## src/rtl/instr_issue_unit.sv

```systemverilog
// In-order instruction issue unit: a small FIFO feeding a hazard-checked,
// bubble-inserting issue stage, with a two-cycle-delayed operand stream.
module instr_issue_unit #(
  parameter int         FIFO_DEPTH   = 4,
  parameter logic [7:0] BUBBLE_INSTR = 8'hC0
) (
  input  logic        clk,
  input  logic        reset,
  input  logic        in_valid,
  output logic        in_ready,
  input  logic [7:0]  in_instr,
  input  logic [7:0]  in_data,
  output logic [7:0]  instr_out,
  output logic [7:0]  data_out,
  output logic        bubble_out,
  output logic [15:0] stall_count
);

  localparam int AW = (FIFO_DEPTH > 1) ? $clog2(FIFO_DEPTH) : 1;
  localparam int CW = AW + 1;

  logic [7:0]    mem_i_q [FIFO_DEPTH];
  logic [7:0]    mem_d_q [FIFO_DEPTH];
  logic [AW-1:0] wr_ptr_q, wr_ptr_d;
  logic [AW-1:0] rd_ptr_q, rd_ptr_d;
  logic [CW-1:0] count_q, count_d;

  // history index 0 = instruction currently on instr_out (distance 1)
  logic [2:0]      hw_q, hw_d;
  logic [2:0][2:0] hdst_q, hdst_d;

  logic [7:0]  instr_out_q, instr_out_d;
  logic        bubble_out_q, bubble_out_d;
  logic [15:0] stall_q, stall_d;
  logic [7:0]  d1_q, d1_d;
  logic [7:0]  d2_q, d2_d;
  logic [7:0]  data_out_q, data_out_d;

  logic [7:0] head_i;
  logic [7:0] head_d;
  logic       has_head;
  logic       reads;
  logic       hz_rd;
  logic       hz_rt;
  logic       hazard;
  logic       push;
  logic       pop;

  assign in_ready    = !reset && (count_q < CW'(FIFO_DEPTH));
  assign instr_out   = instr_out_q;
  assign bubble_out  = bubble_out_q;
  assign stall_count = stall_q;
  assign data_out    = data_out_q;

  // Hazard detection on the FIFO head and next-state computation
  always_comb begin
    head_i   = mem_i_q[rd_ptr_q];
    head_d   = mem_d_q[rd_ptr_q];
    has_head = (count_q != '0);
    reads    = ~head_i[7];
    hz_rd    = (hw_q[0] && hdst_q[0] == head_i[2:0]) ||
               (hw_q[1] && hdst_q[1] == head_i[2:0]) ||
               (hw_q[2] && hdst_q[2] == head_i[2:0]);
    hz_rt    = (hw_q[0] && hdst_q[0] == head_i[5:3]) ||
               (hw_q[1] && hdst_q[1] == head_i[5:3]);
    hazard   = reads && (hz_rd || hz_rt);
    pop      = has_head && !hazard;
    push     = in_valid && in_ready;

    wr_ptr_d = push ? wr_ptr_q + AW'(1) : wr_ptr_q;
    rd_ptr_d = pop  ? rd_ptr_q + AW'(1) : rd_ptr_q;
    count_d  = count_q + CW'(push) - CW'(pop);

    instr_out_d  = pop ? head_i : BUBBLE_INSTR;
    bubble_out_d = !pop;

    stall_d = stall_q;
    if (has_head && hazard && stall_q != 16'hFFFF)
      stall_d = stall_q + 16'd1;

    hw_d   = {hw_q[1:0], pop && head_i[7:6] != 2'b10};
    hdst_d = {hdst_q[1:0], pop ? head_i[2:0] : 3'b000};

    d1_d       = (pop && head_i[7:6] == 2'b10) ? head_d : 8'h00;
    d2_d       = d1_q;
    data_out_d = d2_q;
  end

  // FIFO storage; contents are don't-care while empty
  always_ff @(posedge clk) begin
    if (push) begin
      mem_i_q[wr_ptr_q] <= in_instr;
      mem_d_q[wr_ptr_q] <= in_data;
    end
  end

  // Control state, history, delay line and registered outputs
  always_ff @(posedge clk or posedge reset) begin
    if (reset) begin
      wr_ptr_q     <= '0;
      rd_ptr_q     <= '0;
      count_q      <= '0;
      hw_q         <= '0;
      hdst_q       <= '0;
      instr_out_q  <= BUBBLE_INSTR;
      bubble_out_q <= 1'b1;
      stall_q      <= '0;
      d1_q         <= '0;
      d2_q         <= '0;
      data_out_q   <= '0;
    end else begin
      wr_ptr_q     <= wr_ptr_d;
      rd_ptr_q     <= rd_ptr_d;
      count_q      <= count_d;
      hw_q         <= hw_d;
      hdst_q       <= hdst_d;
      instr_out_q  <= instr_out_d;
      bubble_out_q <= bubble_out_d;
      stall_q      <= stall_d;
      d1_q         <= d1_d;
      d2_q         <= d2_d;
      data_out_q   <= data_out_d;
    end
  end

endmodule

```

## config.mk

```make
export PLATFORM = sky130hd
export DESIGN_NAME = instr_issue_unit
export DESIGN_NICKNAME = d
export VERILOG_FILES = /design/src/rtl/instr_issue_unit.sv
export SDC_FILE = /design/constraint.sdc
export NUM_CORES = 1
export LEC_CHECK = 0
export ABC_AREA = 1
export BUFFER_PORTS_ARGS = -buffer_cell sky130_fd_sc_hd__buf_2
export CORE_MARGIN = 3
export CORE_UTILIZATION = 45
export CTS_BUF_LIST = sky130_fd_sc_hd__clkbuf_4 sky130_fd_sc_hd__clkbuf_8
export CTS_CLUSTER_DIAMETER = 100
export DETAILED_ROUTE_END_ITERATION = 8
export RECOVER_POWER = 50
export SYNTH_ARGS = -nofsm -noshare
export SYNTH_HDL_FRONTEND = slang
export SYNTH_SLANG_ARGS = --single-unit
```

## constraint.sdc

```tcl
create_clock -name clk -period 5.2 [get_ports clk]
set_clock_uncertainty 0.15 [all_clocks]
set_input_delay 0.52 -clock clk [delete_from_list [all_inputs] [get_ports clk]]
set_output_delay 0.52 -clock clk [all_outputs]
set_load 0.02 [all_outputs]
```

==> impl_metrics.env, run 1 <==
export IMPL_status="finished with violations"
export IMPL_die_w_um=114
export IMPL_cts_tree="yes"
export IMPL_hold_path_class="input port to flip-flop"
export IMPL_cp_arrival_ns=3.93
export IMPL_ant_nets=0
export IMPL_layout_commonest_cell="nand2_1"
export IMPL_hold_start="in_data[5]"
export IMPL_start_kind="flip-flop"
export IMPL_antenna_found_initial=0
export IMPL_nNetsFinal=555
export IMPL_ys_warn_count=0
export IMPL_fmax_mhz=266
export IMPL_grt_pass1_wl_um=16900
export IMPL_r2r_start="rd_ptr_q[0]$_DFFE_PP0N_"
export IMPL_setup_viol=0
export IMPL_start_util_pct=47.2
export IMPL_ios=53
export IMPL_r2r_end="count_q[2]$_DFF_PP0_"
export IMPL_postCtsHoldBufs=0
export IMPL_grt_max_degree=66
export IMPL_cts_made_buffers=17
export IMPL_gp_congestion=0.807
export IMPL_post_cts_setup_buffer_count=0
export IMPL_cp_top_family="simple AND/OR/NAND/NOR gates"
export IMPL_post_drt_wl_per_cell_um=14.6
export IMPL_synth_cell_type_count=33
export IMPL_vias=3342
export IMPL_post_route_min_period_ns=3.76
export IMPL_total_power_uw=3410
export IMPL_clockBufferDepth=2
export IMPL_r2r_cells=19
export IMPL_grt_util_all_layers_pct=16.9
export IMPL_power_density_mw_per_mm2=569
export IMPL_rows=38
export IMPL_area_growth_pct=14.1
export IMPL_syn_area_mm2=0.00526
export IMPL_drc=0
export IMPL_worst_slew_pin_slew_ns=3.33
export IMPL_cp_required_ns=5.37
export IMPL_layout_setup_ws_ns=1.44
export IMPL_slew_viol_final=66
export IMPL_cts_sinks=129
export IMPL_reg2reg_setup_slack_ns=1.44
export IMPL_ctsResizeCount=0
export IMPL_clk_pin_slew_ns=0.08
export IMPL_crit_top_cell="nand2_1"
export IMPL_io_buffers=52
export IMPL_cap_violations=1
export IMPL_grt_overflow_total=0
export IMPL_hold_depth=1
export IMPL_drtPass1Iterations=4
export IMPL_hold_end="mem_d_q[0][5]$_DFFE_PP_"
export IMPL_first_iter_violations=192
export IMPL_startpoint="rd_ptr_q[0]$_DFFE_PP0N_"
export IMPL_finalSetupTns_ns=0
export IMPL_die_area_mm2=0.0130
export IMPL_path_buf_inv=3
export IMPL_finalHoldViolations=0
export IMPL_slew_headroom_pct=-122
export IMPL_endpoint_kind="flip-flop"
export IMPL_seq_area_frac_synth_pct=67.6
export IMPL_syn_nets=497
export IMPL_core_mm2=0.0111
export IMPL_final_layout_size_suffix_gt1_share_pct=18.5
export IMPL_vias_per_cell=4.91
export IMPL_critPathMaxStageDelay_ns=0.68
export IMPL_p_leak_uw=0.00265
export IMPL_die_y_um=114
export IMPL_synth_cells=470
export IMPL_antenna_cells=0
export IMPL_ir_worst_vdd_mv=0.289
export IMPL_violations="capacitance limit, slew limit"
export IMPL_cp_cell_sequence="inv_4 -> nand2_1 -> nand3_1 -> nand2_2 -> nand2_1 -> nand2_1 -> nand3_1 -> nand2_1 -> nand2_1 -> nand3_2 -> nand2_1 -> nand2_1 -> inv_1 -> ha_1 -> inv_1 -> ha_1 -> fa_1 -> xnor2_1 -> xor2_1"
export IMPL_h_tree_depth=4
export IMPL_clk_latency_ns=0.44
export IMPL_place_ws_ns=1.48
export IMPL_synth_avg_cell_area_um2=11.2
export IMPL_crit_fanout=33
export IMPL_clockRootBuffer="clkbuf_8"
export IMPL_period_share_pct=72.3
export IMPL_wl_um=9920
export IMPL_ys_ff_latch=129
export IMPL_grt_pass1_vias=3311
export IMPL_slowest_stage="dfrtp_1"
export IMPL_most_common_layout_cells="nand2_1, edfxtp_1, dfrtp_1, nor2_1, buf_2"
export IMPL_hpwlAfterDp_um=6510
export IMPL_worstSetupPathType="flip-flop to flip-flop"
export IMPL_rsz0062_at_grt="false"
-- synth_stat cells (all sizes together) --
cell type  number  share of area [%]
a21boi          1               0.14
a21oi          10               0.95
a32o            1               0.19
buf            11                1.7
clkbuf          5               0.36
dfrtp          62                 30
dfstp           3                1.5
edfxtp         64                 37
fa              1               0.38
ha              7                1.7
inv            28                2.0
nand2         132                9.9
nand3          37                4.4
nand4           3               0.48
nor2           58                4.3
nor3            5               0.48
nor4            1               0.12
o21ai          20                1.9
o22ai           1               0.12
or2             1               0.12
xnor2           9                1.5
xor2           10                1.7
-- metrics by stage --
step                      area (um^2)  cells  hold WS (ns)  utilization (%)
after floorplan                  5260    470         0.181                -
after global placement           5610    649         0.184             50.5
after detailed placement         5610    649         0.185             50.5
after CTS                        6020    681         0.112             54.1
after global routing             6000    681         0.175             53.9
final                            6000    681         0.187             53.9
-- final cells by class --
| type | instances | area, um^2 |
|---|---|---|
| clock buffer | 17 | 234 |
| clock inverter | 15 | 173 |
| fill | 1012 | 5130 |
| inverter | 28 | 108 |
| multi-input combinational | 297 | 1500 |
| sequential | 129 | 3550 |
| tap | 140 | 175 |
| timing repair buffer | 55 | 258 |
-- sequential cells by signal, summed over array words and instances (netlist names), 3 cells and up --
signal       cells
data_out         8
mem_i_q         32
hdst_d           3
count_q          3
instr_out        8
d2_q             8
mem_d_q         32
d1_q             8
stall_count     16
hdst_q           3
hw_q             3
-- per-layer routing --
layer	GRT usage (%)	up-vias	part of all wire (%)
met3	5.76	10	4.8
met5	0	-	0
met1	23.0	1612	47
li1	-	1658	-
met4	5.23	0	0.98
met2	25.8	62	47
-- worst max path at each step --
| stage | end | slack [ns] | cells past startpoint |
|---|---|---|---|
| after floorplan | count_q[2]$_DFF_PP0_ | 2.36 | 20 |
| after global placement | count_q[2]$_DFF_PP0_ | 1.57 | 19 |
| after detailed placement | count_q[2]$_DFF_PP0_ | 1.48 | 19 |
| after CTS | count_q[2]$_DFF_PP0_ | 1.46 | 19 |
| after global routing | count_q[2]$_DFF_PP0_ | 0.97 | 19 |
| final | count_q[2]$_DFF_PP0_ | 1.44 | 19 |
-- cells by family after synthesis --
group           count (synthesis)  synth area share [%]
xor+xnor                       19                  3.17
simple gates                  237                  19.8
buf+inv                        44                  4.14
fa+ha+maj                       8                  2.05
flops                         129                  67.6
compound gates                 33                  3.31
-- where the power goes --
part	internal (uW)	switching, uW	total, uW
Sequential	1280	119	1400
Clock	441	428	869
Combinational	357	789	1150
Power figures use the tool's default switching activity.
==> run 2: changes to the inputs <==
==> constraint.sdc (replaced) <==
create_clock -name clk -period 3.65 [get_ports clk]
set_clock_uncertainty 0.15 [all_clocks]
set_input_delay 0.365 -clock clk [delete_from_list [all_inputs] [get_ports clk]]
set_output_delay 0.365 -clock clk [all_outputs]
set_load 0.02 [all_outputs]
==> impl_metrics.env, run 2 (synthesized netlist as in run 1, its figures left out) <==
export IMPL_ant_nets=0
export IMPL_cts_made_buffers=17
export IMPL_post_route_min_period_ns=3.23
export IMPL_hpwlAfterDp_um=6620
export IMPL_slowest_stage="dfrtp_1"
export IMPL_cts_tree="yes"
export IMPL_finalNonFillerCells=701
export IMPL_setup_viol=0
export IMPL_crit_fanout=33
export IMPL_cp_required_ns=3.81
export IMPL_vias=3361
export IMPL_total_power_uw=4910
export IMPL_place_ws_ns=0.419
export IMPL_core_mm2=0.0111
export IMPL_area_growth_pct=17.6
export IMPL_worstSetupPathType="flip-flop to flip-flop"
export IMPL_worst_slew_pin_slew_ns=1.58
export IMPL_die_w_um=114
export IMPL_grt_max_degree=45
export IMPL_grt_pass1_wl_um=16700
export IMPL_die_y_um=114
export IMPL_post_cts_setup_buffer_count=0
export IMPL_dp_cells=655
export IMPL_finalHoldViolations=0
export IMPL_io_buffers=52
export IMPL_die_area_mm2=0.0130
export IMPL_path_buf_inv=4
export IMPL_clockRootBuffer="clkbuf_8"
export IMPL_rows=38
export IMPL_most_common_layout_cells="nand2_1, edfxtp_1, dfrtp_1, nor2_1, buf_2"
export IMPL_slew_viol_final=45
export IMPL_first_iter_violations=246
export IMPL_p_leak_uw=0.00275
export IMPL_crit_top_cell="nand2_1"
export IMPL_fill_cells=973
export IMPL_cp_top_family="simple AND/OR/NAND/NOR gates"
export IMPL_final_layout_size_suffix_gt1_share_pct=18.4
export IMPL_cts_sinks=129
export IMPL_finalSetupTns_ns=0
export IMPL_h_tree_depth=4
export IMPL_grt_overflow_total=0
export IMPL_cap_violations=1
export IMPL_slew_headroom_pct=-5.43
export IMPL_drtPass1Iterations=4
export IMPL_endpoint_kind="flip-flop"
export IMPL_critPathMaxStageDelay_ns=0.50
export IMPL_ios=53
export IMPL_gp_congestion=0.838
export IMPL_clk_pin_slew_ns=0.07
export IMPL_layout_commonest_cell="nand2_1"
export IMPL_start_kind="flip-flop"
export IMPL_drc=0
export IMPL_fmax_mhz=310
export IMPL_nNetsFinal=575
export IMPL_clockBufferDepth=2
export IMPL_antenna_cells=0
export IMPL_grt_util_all_layers_pct=16.8
export IMPL_power_density_mw_per_mm2=795
export IMPL_start_util_pct=47.2
export IMPL_hold_path_class="input port to flip-flop"
export IMPL_fin_util_pct=55.6
export IMPL_ir_worst_vdd_mv=0.500
export IMPL_cp_cell_sequence="inv_4 -> nand2_1 -> nand3_1 -> nand2_2 -> nand2_1 -> nand2_1 -> inv_1 -> nand3_1 -> nand2_1 -> nand2_1 -> nand3_2 -> nand2_1 -> nand2_1 -> inv_1 -> ha_1 -> inv_1 -> ha_1 -> fa_1 -> xnor2_1 -> xor2_1"
export IMPL_post_drt_wl_per_cell_um=14.3
export IMPL_grt_pass1_vias=3331
export IMPL_rsz0062_at_grt="false"
export IMPL_status="finished with violations"
export IMPL_period_share_pct=88.4
export IMPL_wl_um=10000
export IMPL_antenna_found_initial=0
export IMPL_violations="capacitance limit, slew limit"
export IMPL_vias_per_cell=4.79
export IMPL_layout_setup_ws_ns=0.425
export IMPL_cp_arrival_ns=3.38
export IMPL_clk_latency_ns=0.42
==> run 2: where the power goes <==
group          leakage (uW)  total [uW]  switching [uW]  internal (uW)
Clock              0.000203        1250             567            682
Combinational       0.00113        1690            1140            545
Sequential          0.00141        1980             156           1820
==> run 2: per-layer routing <==
| layer | routed length, um | track usage, % |
|---|---|---|
| met5 | 0 | 0 |
| met4 | 81 | 5.30 |
| met3 | 522 | 5.13 |
| met2 | 4660 | 26.0 |
| met1 | 4740 | 22.8 |
==> run 2: final timing paths <==
check / startpoint / endpoint / slack [ns] / cells after the start
worst max-delay path: rd_ptr_q[0]$_DFFE_PP0N_ / count_q[2]$_DFF_PP0_ / 0.42 / 20
worst min-delay path: in_instr[0] / mem_i_q[3][0]$_DFFE_PP_ / 0.11 / 1
worst max register to register: rd_ptr_q[0]$_DFFE_PP0N_ / count_q[2]$_DFF_PP0_ / 0.42 / 20
worst min register to register: d2_q[1]$_DFF_PP0_ / data_out[1]$_DFF_PP0_ / 0.20 / 0
max in group asynchronous: reset / rd_ptr_q[0]$_DFFE_PP0N_ / 1.31 / 3
min in group asynchronous: reset / stall_count[8]$_DFFE_PP0P_ / 0.27 / 2
==> run 2: cell type report <==
cell class                 instances  area [um^2]  share of cell area [%]
clock buffer                      17          234                    3.78
clock inverter                    15          184                    2.97
inverter                          28          108                    1.74
multi-input combinational        297         1490                    24.0
sequential                       129         3550                    57.4
tap                              140          175                    2.83
timing repair buffer              75          444                    7.18
==> run 2: repair_timing <==
action,CTS,global route
hold buffers,14,0
resized for setup,0,0
endpoints found under the setup margin,0,0
hold endpoints to repair,56,0
==> run 2: worst reg2reg max path: stages (launching register included) <==
cell     delay [ns]
dfrtp_1        0.50
inv_4          0.32
nand2_1        0.10
nand3_1        0.14
nand2_2        0.09
nand2_1        0.06
nand2_1        0.05
inv_1          0.04
nand3_1        0.06
nand2_1        0.06
nand2_1        0.06
nand3_2        0.09
nand2_1        0.07
nand2_1        0.08
inv_1          0.08
ha_1           0.28
inv_1          0.04
ha_1           0.18
fa_1           0.38
xnor2_1        0.14
xor2_1         0.14
==> run 2: through the flow <==
stage               cell area (um^2)  hold WS [ns]
global route                    6180        0.0926
CTS                             6210       0.00481
floorplan                       5260         0.181
detailed placement              5650         0.186
finish                          6180         0.114
global placement                5650         0.182
==> run 3: changes to the inputs <==
--- a/config.mk
+++ b/config.mk
@@ -5,7 +5,6 @@
 export SDC_FILE = /design/constraint.sdc
 export NUM_CORES = 1
 export LEC_CHECK = 0
-export ABC_AREA = 1
 export BUFFER_PORTS_ARGS = -buffer_cell sky130_fd_sc_hd__buf_2
 export CORE_MARGIN = 3
 export CORE_UTILIZATION = 45
==> impl_metrics.env, run 3 <==
export IMPL_h_tree_depth=4
export IMPL_final_layout_size_suffix_gt1_share_pct=28.8
export IMPL_yosysTopAreaCell="edfxtp_1"
export IMPL_clk_pin_slew_ns=0.07
export IMPL_first_iter_violations=149
export IMPL_cp_required_ns=3.83
export IMPL_endpoint_kind="flip-flop"
export IMPL_crit_fanout=9
export IMPL_wl_um=8560
export IMPL_cts_tree="yes"
export IMPL_ys_flop_type="edfxtp_1"
export IMPL_yosys_area_top_type_share_pct=38.5
export IMPL_worst_slew_pin_slew_ns=1.66
export IMPL_area_growth_pct=19.4
export IMPL_drc=0
export IMPL_slew_headroom_pct=-10.9
export IMPL_drtPass1Iterations=4
export IMPL_die_w_um=111
export IMPL_io_buffers=52
export IMPL_rsz0062_at_grt="false"
export IMPL_grt_overflow_total=0
export IMPL_ir_worst_vdd_mv=0.424
export IMPL_finalSetupTns_ns=0
export IMPL_clk_latency_ns=0.42
export IMPL_syn_area_mm2=0.00499
export IMPL_grt_pass1_vias=2780
export IMPL_r2r_start="rd_ptr_q[0]$_DFFE_PP0N_"
export IMPL_clockBufferDepth=2
export IMPL_die_y_um=111
export IMPL_grt_max_degree=47
export IMPL_cap_violations=1
export IMPL_cts_sinks=129
export IMPL_fmax_mhz=298
export IMPL_setup_viol=0
export IMPL_gr_usage_met3_pct=6.00
export IMPL_grt_pass1_wl_um=14500
export IMPL_startpoint="rd_ptr_q[0]$_DFFE_PP0N_"
export IMPL_period_share_pct=91.9
export IMPL_violations="capacitance limit, slew limit"
export IMPL_power_density_mw_per_mm2=835
export IMPL_post_route_min_period_ns=3.35
export IMPL_rows=37
export IMPL_multi_input_comb_area_mm2=0.00132
export IMPL_status="finished with violations"
export IMPL_grt_util_met1_pct=20.6
export IMPL_start_util_pct=47.3
export IMPL_ios=53
export IMPL_ys_warn_count=0
export IMPL_seqCellArea_mm2=0.00355
export IMPL_synth_cell_type_count=37
export IMPL_synth_cells=287
export IMPL_vias=2544
export IMPL_finalHoldViolations=0
export IMPL_layout_commonest_cell="edfxtp_1"
export IMPL_yosys_cell_count_top_type="edfxtp_1"
export IMPL_reg2reg_setup_slack_ns=0.30
export IMPL_most_common_layout_cells="edfxtp_1, dfrtp_1, buf_2, xnor2_1, and3_1"
export IMPL_hpwlAfterDp_um=5760
export IMPL_grt_use_met2_pct=22.6
export IMPL_synth_top_cells_by_count="edfxtp_1, dfrtp_1, xnor2_1"
export IMPL_dp_cells=470
export IMPL_start_kind="flip-flop"
export IMPL_ys_ff_latch=129
export IMPL_nNetsFinal=394
export IMPL_grt_busiest_layer="met2"
export IMPL_clockRootBuffer="clkbuf_8"
export IMPL_seq_area_frac_synth_pct=71.2
export IMPL_worstSetupPathType="flip-flop to flip-flop"
export IMPL_slew_viol_final=47
export IMPL_finalNonFillerCells=515
export IMPL_die_area_mm2=0.0124
export IMPL_fill_cells=855
export IMPL_p_leak_uw=0.00244
export IMPL_hold_path_class="input port to flip-flop"
export IMPL_ys_async_sr_fraction_pct=50.4
export IMPL_synth_edf_count=64
export IMPL_gp_congestion=0.760
export IMPL_post_drt_wl_per_cell_um=16.6
export IMPL_core_mm2=0.0106
export IMPL_hold_start="in_data[1]"
export IMPL_cp_arrival_ns=3.54
export IMPL_grt_util_all_layers_pct=15.2
export IMPL_syn_nets=314
export IMPL_antenna_cells=0
export IMPL_vias_per_cell=4.94
export IMPL_cts_made_buffers=17
export IMPL_antenna_found_initial=0
export IMPL_synthTopCellsByArea="edfxtp_1, dfrtp_1, mux4_2"
export IMPL_post_cts_setup_buffer_count=0
export IMPL_ant_nets=0
export IMPL_synth_avg_cell_area_um2=17.4
## run 3: timing repair
action / 4_1_cts / 5_1_grt
gates resized for setup: 0 / 1
setup endpoints to repair: 0 / 1
endpoints found under the hold margin: 54 / 0
hold buffers: 14 / 0
## run 3: metal layers
layer	part of all wire (%)	wire length, um	vias to the layer above
met5	0	0	-
met2	48	4070	62
met3	4.4	380	2
met1	47	4060	1270
met4	0.60	51	0
li1	-	-	1210
## run 3: worst paths after layout
path / cells after the start / end
max: 13 / count_q[2]$_DFF_PP0_
min: 1 / mem_d_q[2][1]$_DFFE_PP_
max reg2reg: 13 / count_q[2]$_DFF_PP0_
min reg2reg: 0 / d2_q[6]$_DFF_PP0_
max in group asynchronous: 3 / instr_out[5]$_DFF_PP0_
min in group asynchronous: 2 / d2_q[3]$_DFF_PP0_
## run 3: layout make-up
| type | count | share of cell area [%] |
|---|---|---|
| tap | 136 | 2.86 |
| multi-input combinational | 136 | 22.2 |
| inverter | 11 | 0.693 |
| clock inverter | 14 | 3.59 |
| clock buffer | 17 | 3.93 |
| sequential | 129 | 59.6 |
| timing repair buffer | 72 | 7.08 |
## run 3: cell families (layout without fill, tap and decap cells)
| family | Yosys count | after routing | share of synthesized area, % |
|---|---|---|---|
| adders and majority gates | 8 | 8 | 2.16 |
| buffers and inverters | 22 | 114 | 2.31 |
| DFF | 129 | 129 | 71.2 |
| AOI/OAI and AO/OA | 5 | 5 | 1.13 |
| xor gates and xnor gates | 34 | 34 | 5.97 |
| and+or+nand+nor | 70 | 70 | 9.63 |
| muxes | 19 | 19 | 7.65 |
## run 3: power breakdown
| group | leakage, uW | switching (uW) | total (uW) | internal (uW) |
|---|---|---|---|---|
| sequential | 0.00141 | 215 | 2110 | 1900 |
| clock | 0.000208 | 529 | 1340 | 808 |
| combinational | 0.000821 | 855 | 1520 | 670 |
## run 3: worst max-delay path, cell delays in order (launching register included)
cell and delay (ns):
dfrtp_2 0.53, mux4_2 0.62, xnor2_1 0.18, nand4_1 0.13
nand3_2 0.13, o21ai_2 0.08, nand2_1 0.16, inv_1 0.07
ha_1 0.27, inv_1 0.04, ha_1 0.20, fa_1 0.39
xnor2_1 0.19, xnor2_1 0.14
## run 3: metrics by stage
step                      util, %  worst slack (ns)  hold WS, ns  cell area [um^2]  power [uW]
after global placement       51.1             0.256        0.183              5390        3660
after detailed placement     51.1             0.140        0.185              5390        3690
after global routing         56.4            0.0681       0.0783              5960        5290
after CTS                    56.7            0.0921     0.000143              5980        5060
after floorplan                 -             0.519        0.181              4990        3270
final                        56.4             0.295        0.112              5960        4970
